[config.mk]
export PLATFORM = sky130hd
export DESIGN_NAME = csa_accum_seq
export DESIGN_NICKNAME = d
export VERILOG_FILES = /design/src/rtl/csa_accum_seq_pkg.sv /design/src/rtl/csa_accum_seq_compressor42.sv /design/src/rtl/csa_accum_seq.sv
export SDC_FILE = /design/constraint.sdc
export NUM_CORES = 1
export LEC_CHECK = 0
export BUFFER_PORTS_ARGS = -buffer_cell sky130_fd_sc_hd__buf_2
export CAP_MARGIN = 10
export CORE_AREA = 8 8 205 207
export CTS_CLUSTER_DIAMETER = 60
export DETAILED_ROUTE_END_ITERATION = 8
export DIE_AREA = 0 0 213 215
export SETUP_SLACK_MARGIN = 0.2
export SYNTH_ARGS = -nofsm -noshare
export SYNTH_HDL_FRONTEND = slang
export SYNTH_SLANG_ARGS = --single-unit
[constraint.sdc]
create_clock -name clk -period 2.72 [get_ports clk]
set_input_delay 0.68 -clock clk [delete_from_list [all_inputs] [get_ports clk]]
set_output_delay 0.68 -clock clk [all_outputs]
set_load 0.005 [all_outputs]
[src/rtl/csa_accum_seq_pkg.sv]
// Shared definitions for the SHA-2 operand-reduction sequencer.
// Latency: n/a (types, constants and a mask helper only).
// Backpressure: n/a.
package csa_accum_seq_pkg;

    typedef enum logic [1:0] {
        IDLE    = 2'd0,
        ACCUM   = 2'd1,
        RESOLVE = 2'd2,
        DONE    = 2'd3
    } state_t;

    localparam logic [63:0] MASK32            = 64'h0000_0000_FFFF_FFFF;
    localparam int          DEFAULT_MAX_BEATS = 4;

    // Word mask for the selected arithmetic width (SHA-512 vs SHA-256).
    function automatic logic [63:0] mode_mask(input logic m64);
        return m64 ? 64'hFFFF_FFFF_FFFF_FFFF : MASK32;
    endfunction

endpackage

[src/rtl/csa_accum_seq_compressor42.sv]
// 4:2 carry-save compressor: four operands -> redundant sum/carry pair.
// Latency: purely combinational.
// Backpressure: none.
//
// Ports: a..d operands, mode64 selects 64/32-bit width; sum/carry outputs,
// carry already shifted left by one (left-aligned). In 32-bit mode inputs
// are masked and any carry that would land in bit 32 or above is dropped.
module compressor42
    import csa_accum_seq_pkg::*;
(
    input  logic [63:0] a,
    input  logic [63:0] b,
    input  logic [63:0] c,
    input  logic [63:0] d,
    input  logic        mode64,
    output logic [63:0] sum,
    output logic [63:0] carry
);

    logic [63:0] m;
    logic [63:0] am, bm, cm, dm;
    logic [63:0] s1, c1, maj1, maj2;

    always_comb begin
        m    = mode_mask(mode64);
        am   = a & m;
        bm   = b & m;
        cm   = c & m;
        dm   = d & m;
        // Stage 1: full-adder row over a, b, c.
        s1   = am ^ bm ^ cm;
        maj1 = (am & bm) | (am & cm) | (bm & cm);
        c1   = {maj1[62:0], 1'b0} & m;
        // Stage 2: fold in d. Bit 63 carry-out is the modular wrap.
        sum   = s1 ^ c1 ^ dm;
        maj2  = (s1 & c1) | (s1 & dm) | (c1 & dm);
        carry = {maj2[62:0], 1'b0} & m;
    end

endmodule

[src/rtl/csa_accum_seq.sv]
// Reduces a variable-length operand stream (2 operands/beat) to one modular sum.
// Latency: out_valid rises two clocks after the edge that takes the last beat.
// Backpressure: in_ready low outside IDLE/ACCUM; result held until out_ready.
//
// Ports: clk, rst_n; mode64 (sampled on first beat); in_valid/in_ready with
// in_a, in_b, in_b_en, in_last; out_valid/out_ready with out_data;
// status busy, err (job truncated at MAX_BEATS), beat_cnt.
module csa_accum_seq
    import csa_accum_seq_pkg::*;
#(
    parameter int MAX_BEATS = DEFAULT_MAX_BEATS,
    parameter int CNT_W     = 3
) (
    input  logic             clk,
    input  logic             rst_n,
    input  logic             mode64,
    input  logic             in_valid,
    output logic             in_ready,
    input  logic [63:0]      in_a,
    input  logic [63:0]      in_b,
    input  logic             in_b_en,
    input  logic             in_last,
    output logic             out_valid,
    input  logic             out_ready,
    output logic [63:0]      out_data,
    output logic             busy,
    output logic             err,
    output logic [CNT_W-1:0] beat_cnt
);

    state_t             state_q, state_d;
    logic [63:0]        acc_s, acc_c;
    logic               mode_q;

    logic               first_beat;
    logic               beat_take;
    logic               mode_eff;
    logic [63:0]        b_eff;
    logic [63:0]        cmp_a, cmp_b;
    logic [63:0]        cmp_s, cmp_c;
    logic [CNT_W-1:0]   cnt_next;
    logic               cap_hit;
    logic [63:0]        resolved;

    assign in_ready   = (state_q == IDLE) || (state_q == ACCUM);
    assign busy       = (state_q != IDLE);
    assign beat_take  = in_valid && in_ready;
    assign first_beat = (state_q == IDLE);

    // On the first beat the mode register is not loaded yet, so the live
    // input steers the compressor for that beat only.
    assign mode_eff = first_beat ? mode64 : mode_q;
    assign b_eff    = in_b_en ? in_b : 64'd0;
    assign cmp_a    = first_beat ? 64'd0 : acc_s;
    assign cmp_b    = first_beat ? 64'd0 : acc_c;
    assign cnt_next = first_beat ? CNT_W'(1) : beat_cnt + CNT_W'(1);
    assign cap_hit  = (cnt_next == CNT_W'(MAX_BEATS));
    assign resolved = (acc_s + acc_c) & mode_mask(mode_q);

    compressor42 u_cmp (
        .a      (cmp_a),
        .b      (cmp_b),
        .c      (in_a),
        .d      (b_eff),
        .mode64 (mode_eff),
        .sum    (cmp_s),
        .carry  (cmp_c)
    );

    always_comb begin
        state_d = state_q;
        case (state_q)
            IDLE, ACCUM: begin
                if (beat_take) begin
                    state_d = (in_last || cap_hit) ? RESOLVE : ACCUM;
                end
            end
            RESOLVE: state_d = DONE;
            DONE: begin
                if (out_valid && out_ready) begin
                    state_d = IDLE;
                end
            end
            default: state_d = IDLE;
        endcase
    end

    always_ff @(posedge clk or negedge rst_n) begin
        if (!rst_n) begin
            state_q <= IDLE;
        end else begin
            state_q <= state_d;
        end
    end

    always_ff @(posedge clk or negedge rst_n) begin
        if (!rst_n) begin
            acc_s     <= 64'd0;
            acc_c     <= 64'd0;
            out_data  <= 64'd0;
            out_valid <= 1'b0;
            err       <= 1'b0;
            beat_cnt  <= '0;
            mode_q    <= 1'b0;
        end else begin
            case (state_q)
                IDLE, ACCUM: begin
                    if (beat_take) begin
                        acc_s    <= cmp_s;
                        acc_c    <= cmp_c;
                        beat_cnt <= cnt_next;
                        if (first_beat) begin
                            mode_q <= mode64;
                        end
                        if (cap_hit && !in_last) begin
                            err <= 1'b1;
                        end
                    end
                end
                RESOLVE: begin
                    out_data <= resolved;
                end
                DONE: begin
                    // First DONE cycle raises out_valid; the result then
                    // waits for out_ready before the job is retired.
                    if (!out_valid) begin
                        out_valid <= 1'b1;
                    end else if (out_ready) begin
                        out_valid <= 1'b0;
                        err       <= 1'b0;
                        beat_cnt  <= '0;
                        acc_s     <= 64'd0;
                        acc_c     <= 64'd0;
                    end
                end
                default: ;
            endcase
        end
    end

endmodule
* Word level (Yosys, flattened, before mapping)
Cells that the tools add are included.
** Cells by class
- Equality and inequality tests :: 9
- Shift operators :: 0
- $lt $le $gt $ge :: 0
- Divide/modulo/power cells :: 0
- Multipliers :: 0
- Reduce and logical (&&, ||, !) cells :: 14
- Bitwise operators :: 21
- Add/sub/neg operators :: 2
- Multiplexer cells :: 28
** Operators by type and width (number)
- $mux W64 :: 9
- $and A64 B64 Y64 :: 7
- $and A63 B63 Y63 :: 6
- $pmux W64 S2 :: 2
- $xor A64 B64 Y64 :: 4
- $or A63 B63 Y63 :: 4
- $add A64 B64 Y64 :: 1
- $mux W3 :: 4
- $ne A2 B2 Y1 const B :: 5
- $mux W1 :: 7
- $mux W2 :: 3
- $pmux W2 S3 :: 1
- $pmux W3 S2 :: 1
- $reduce_and A5 Y1 :: 1
- $eq A2 B2 Y1 const B :: 2
- $reduce_and A2 Y1 :: 2
- $reduce_and A4 Y1 :: 1
- $reduce_bool A2 Y1 :: 2
- $add A3 B1 Y3 const B :: 1
- $eq A3 B3 Y1 const B :: 1
- $logic_and A1 B1 Y1 :: 3
- $eq A2 B1 Y1 const B :: 1
- $logic_not A2 Y1 :: 1
- $logic_or A1 B1 Y1 :: 2
- other kinds (3) :: 3
** Storage, ports and cells
- Memories kept :: 0
- Logic and storage cells :: 82
- Bits in read-only memories :: 0
- Flip-flop bits (word level) :: 200
- Bits in latches :: 0
- Memory bits (writable) :: 0

* Longest topological paths before layout
- Depth after elaboration :: 14
- Depth in mapped cells :: 12

* Modules after synthesis
Synthesis repeated with hierarchy kept, for this count alone.
** Second synthesis, totals
- Cells, all modules :: 1729
- Area total of the unflattened synthesis :: 16269.4 µm²
** Modules (own cells, without submodules)
- csa_accum_seq :: times used 1, cells an instance 1353, area an instance 12524.5 µm², sequential area each 5004.8 µm²
- compressor42 :: times used 1, cells an instance 376, area an instance 3744.8 µm², sequential area each 0.0 µm²

* Worst setup path before layout
OpenSTA, ideal clock, no wires.
- Kind :: register to register
- Start :: register acc_s[1]
- End :: register out_data[61]
- Stages on the path, launching flop included :: 12
- Path buffers :: 0
- Data arrival time :: 2.754 ns
- Required time :: 2.653 ns
- Setup slack :: -0.102 ns
- Library setup time :: 0.067 ns
- Cells stage by stage :: dfrtp_1 ha_1 fa_1 a21oi_2 o211ai_2 a41o_1 o21a_4 a311oi_4 or3_4 o21ai_4 a2111oi_2 a311o_1
** Between the ends
- Word-level cells in the longest chain between the ends :: 2
** Ends and longest elaborated chain
- start, declared :: line csa_accum_seq.sv:32 : logic [63:0] acc_s, acc_c;
- start signal, assigned :: line csa_accum_seq.sv:109 : acc_s <= cmp_s;
- $add A64 B64 Y64 :: line csa_accum_seq.sv:58 : assign resolved = (acc_s + acc_c) & mode_mask(mode_q);
- $and A64 B64 Y64 :: line csa_accum_seq.sv:58
- end signal, assigned :: line csa_accum_seq.sv:121 : out_data <= resolved;
- end, declared :: line csa_accum_seq.sv:25 : output logic [63:0] out_data,
No other way between the ends.
A chain may end at the register's enable or synchronous reset.

* Worst setup path after layout
- Start :: register acc_c[26]
- End :: register out_data[60]
** Between the ends
- Word-level cells in the longest chain between the ends :: 2
** Ends and longest elaborated chain
- start, declared :: line csa_accum_seq.sv:32
- start signal, assigned :: line csa_accum_seq.sv:110 : acc_c <= cmp_c;
- $add A64 B64 Y64 :: line csa_accum_seq.sv:58
- $and A64 B64 Y64 :: line csa_accum_seq.sv:58
No other way between the ends.

==> results.md <==
- Relative slew slack: 0.533
- Top post-synthesis cells by count: 255 x nand2_1, 199 x dfrtp_1, 133 x and2_1
- Outcome: finished with violations
- Post-route clock period utilization: 1.08
- Largest net degree at the start of global routing: 123
- Crit. End Element: flop
- Post-synthesis sequential area ratio: 0.325
- Synth top area cells: dfrtp_1 32%, fa_1 16%, nand2_1 6.2%
- Layout cells sized above 1: 0.447
- Global-route met2 utilization: 0.361
- Post-synth top area share: 0.325
- First-pass GRT wire length: 81900 um
- Synth Register Bits: roughly 200
- Unrepaired setup endpoints after global routing: yes
- CTS buffer count: 17
- PwrDens: 921 mW/mm^2
- Worst path slowest cell: o21ai_0
- Netlist cell types: 80
- Final setup viols: 18
- DR DRC count: 0
- Finished Cell Area: roughly 0.022 mm^2
- Layout area overhead: 43.1%
- Syn_area_per_cell: 9.46 um^2
- WS Path Type: flop to flop
- Largest delay share family, worst path: compound AO/OA/AOI/OAI gates
- Post-route minimum period: around 2.9 ns
- Vias in the first global route: approximately 15000
- Chip width: 213 um
- Clk pin slew, worst setup/hold paths: 0.08 ns
- Tot Pwr: a little over 20 mW
- Hold/Removal Path Class: input port to asynchronous set/reset pin
- Clk_lat worst skew: 0.47 ns
- CTS max path bufs: 2
- Ys Warns: 0
- First-pass iteration count of the detailed router: 5
- Clk root buf: clkbuf_16
- Boundary Pins: around 200
- Max Slew Vio Count: 0
- Top-count cell post-synth: nand2_1
- Post-detail-place hpwl: 35500 um
- H-tree depth: 4
- Initial drt markers: 1087
- Initial antenna violation count: 1
- Cell Chain, Critical Path: ha_4 -> buf_6 -> nand2_1 -> o21ai_0 -> a22oi_1 -> o211ai_1 -> o21ai_1 -> buf_4 -> a21oi_4 -> o21ai_4 -> o2111a_1 -> or3_1
- GRT Total Usage: 0.228
- Synth Instances: between 1500 and 2000
- CTS tree: done
- Achievable frequency: 0.341 GHz
- Mapped Area: 0.0153 mm^2
- WP data required: 3.07 ns
- Setup ws final: -0.210 ns
- Crit-path max FO: 4
- Gr busiest metal: met2
- Buf/Inv on CP: 2
- Stages on worst setup path: 12
- WL/cell: 21.4 um
- Die area: between 0.04 and 0.05 mm^2
- Syn_nets: 1944
- Std-Cell Rows: 73
- Fin util: 0.562
- Peak supply drop: 0.721 mV
- Drt via density: ~5.6
- GP Congestion: 0.880
- Die Ht: 215 um
- CTS Sinks: between 150 and 200
- Slowest cell delay on critical path: around 0.47 ns
- Commonest register cell after synthesis: dfrtp_1
- Largest area contributor in the netlist: dfrtp_1
- M3 GR Usage: 0.0502
- Number of synthesized flops with an enable pin: 0
- Core footprint: 0.0390 mm^2
- Fraction of registers with async set/reset: 1.00
- Worst setup SP type: flop
- PortBufs: slightly above 200
- Skew final: 0.0145 ns
- Hold_buf cts: 0
- Placed inst area: between 0.015 and 0.02 mm^2
- Reg2Reg Depth: 12
- Max-cap violations: 0
- WL final: 54800 um
- Met1 Usage GRT: 0.296
- Leakage Power: 10.1 nW
- Worst-Margin Slew: 0.700 ns
- Final Hold Vio Count: 0
- Critical path arrival: roughly 3.3 ns
- Failing checks: negative setup slack
- Initial Utilization: 0.393
- Gr ovfl total: 0
- Vias post-DR: 14234
- Setup Total Neg Slack: -1.55 ns
- Layout Nets: 2349
- Antenna Nets Post-Route: 0
## layout make-up
cell class | count | area, um^2
diodes | 2 | 5.00
clock buffers | 19 | 443
clock inverters | 13 | 146
fillers | 3351 | 17100
inverters | 52 | 208
multi-input cells | 1249 | 11300
flip-flops and latches | 199 | 4980
well taps | 525 | 657
repair buffers | 505 | 4200
## path summary, 6_finish.rpt
kind	from	to	slack, ns
worst max-delay path	acc_c[26]	out_data[60]	-0.21
worst min-delay path	rst_n	acc_c[29]	0.18
worst max register to register	acc_c[26]	out_data[60]	-0.21
worst min register to register	out_data[14]	out_data[14]	0.48
max in group asynchronous	rst_n	acc_c[43]	1.86
min in group clk	out_data[14]	out_data[14]	0.48
## layer usage
layer | share of wire | wire length (um)
met1 | 0.42 | 23000
met2 | 0.47 | 25600
met3 | 0.070 | 3830
met4 | 0.043 | 2330
met5 | 0 | 0
## worst reg2reg max path: stages, from the launching register on
cell and delay [ns]:
dfrtp_1 0.43, ha_4 0.32, buf_6 0.11, nand2_1 0.07, o21ai_0 0.47, a22oi_1 0.19
o211ai_1 0.15, o21ai_1 0.10, buf_4 0.16, a21oi_4 0.16, o21ai_4 0.08, o2111a_1 0.23
or3_1 0.35
## power breakdown
group | internal, mW | leakage (nW) | switching (mW)
Combinational | 6.43 | 7.12 | 6.55
Sequential | 3.82 | 2.67 | 0.737
Clock | 1.39 | 0.284 | 1.28
Total | 11.6 | 10.1 | 8.57
## sequential cells by signal (all words and copies together) (netlist names)
name / cells
beat_cnt: 3
out_data: 64
out_valid: 1
acc_c: 63
err: 1
state_q: 2
mode_q: 1
acc_s: 64
## metrics by stage
stage	cells	hold slack [ns]	worst slack (ns)
2_1_floorplan	1619	0.384	0.0441
3_3_place_gp	2440	0.457	-0.212
3_5_place_dp	2440	0.466	-0.265
4_1_cts	2524	0.183	-0.168
5_1_grt	2563	0.194	-0.345
6_report	2564	0.178	-0.210
## what timing repair did
| action | in CTS | in global routing |
|---|---|---|
| pin swaps | 219 | 224 |
| setup endpoints to repair | 97 | 150 |
| gates resized for setup | 246 | 255 |
| setup buffers | 35 | 26 |
| cloned | 17 | 12 |
## cells in the final DEF (no fill, tap or decap), drive strengths merged, types with 3 or more instances in the layout
cell | netlist | final
nand4 | 24 | 24
a32o | 65 | 65
clkinv | 1 | 8
o21a | 11 | 11
inv | 51 | 53
a2111oi | 3 | 3
nor2 | 43 | 43
nor4 | 3 | 3
nor3 | 14 | 14
or3 | 5 | 5
and3 | 67 | 67
nand3 | 19 | 19
xnor2 | 33 | 33
clkbuf | 96 | 30
fa | 125 | 125
mux2 | 4 | 4
nand2b | 6 | 6
a221oi | 4 | 4
o211ai | 7 | 7
o31ai | 36 | 36
buf | 23 | 493
ha | 65 | 65
xor2 | 26 | 26
and2 | 133 | 133
a21o | 19 | 19
dfrtp | 199 | 199
a211oi | 4 | 4
o21bai | 14 | 14
nand2 | 256 | 256
or2 | 3 | 3
a31oi | 4 | 4
nor2b | 6 | 6
o41ai | 3 | 3
o21ai | 132 | 132
a21oi | 83 | 83
## logic make-up (layout without fill, tap and decap cells)
logic type	after synthesis	in the layout	share of synthesized area
adders and majority gates	190	190	0.216
AOI/OAI and AO/OA	411	411	0.188
and+or+nand+nor	584	584	0.189
muxes	5	5	0.00359
buffers and inverters	171	589	0.0441
other	0	2	0
DFF	199	199	0.325
xor gates and xnor gates	59	59	0.0337
Note: power is estimated with default switching activity, not from simulation.
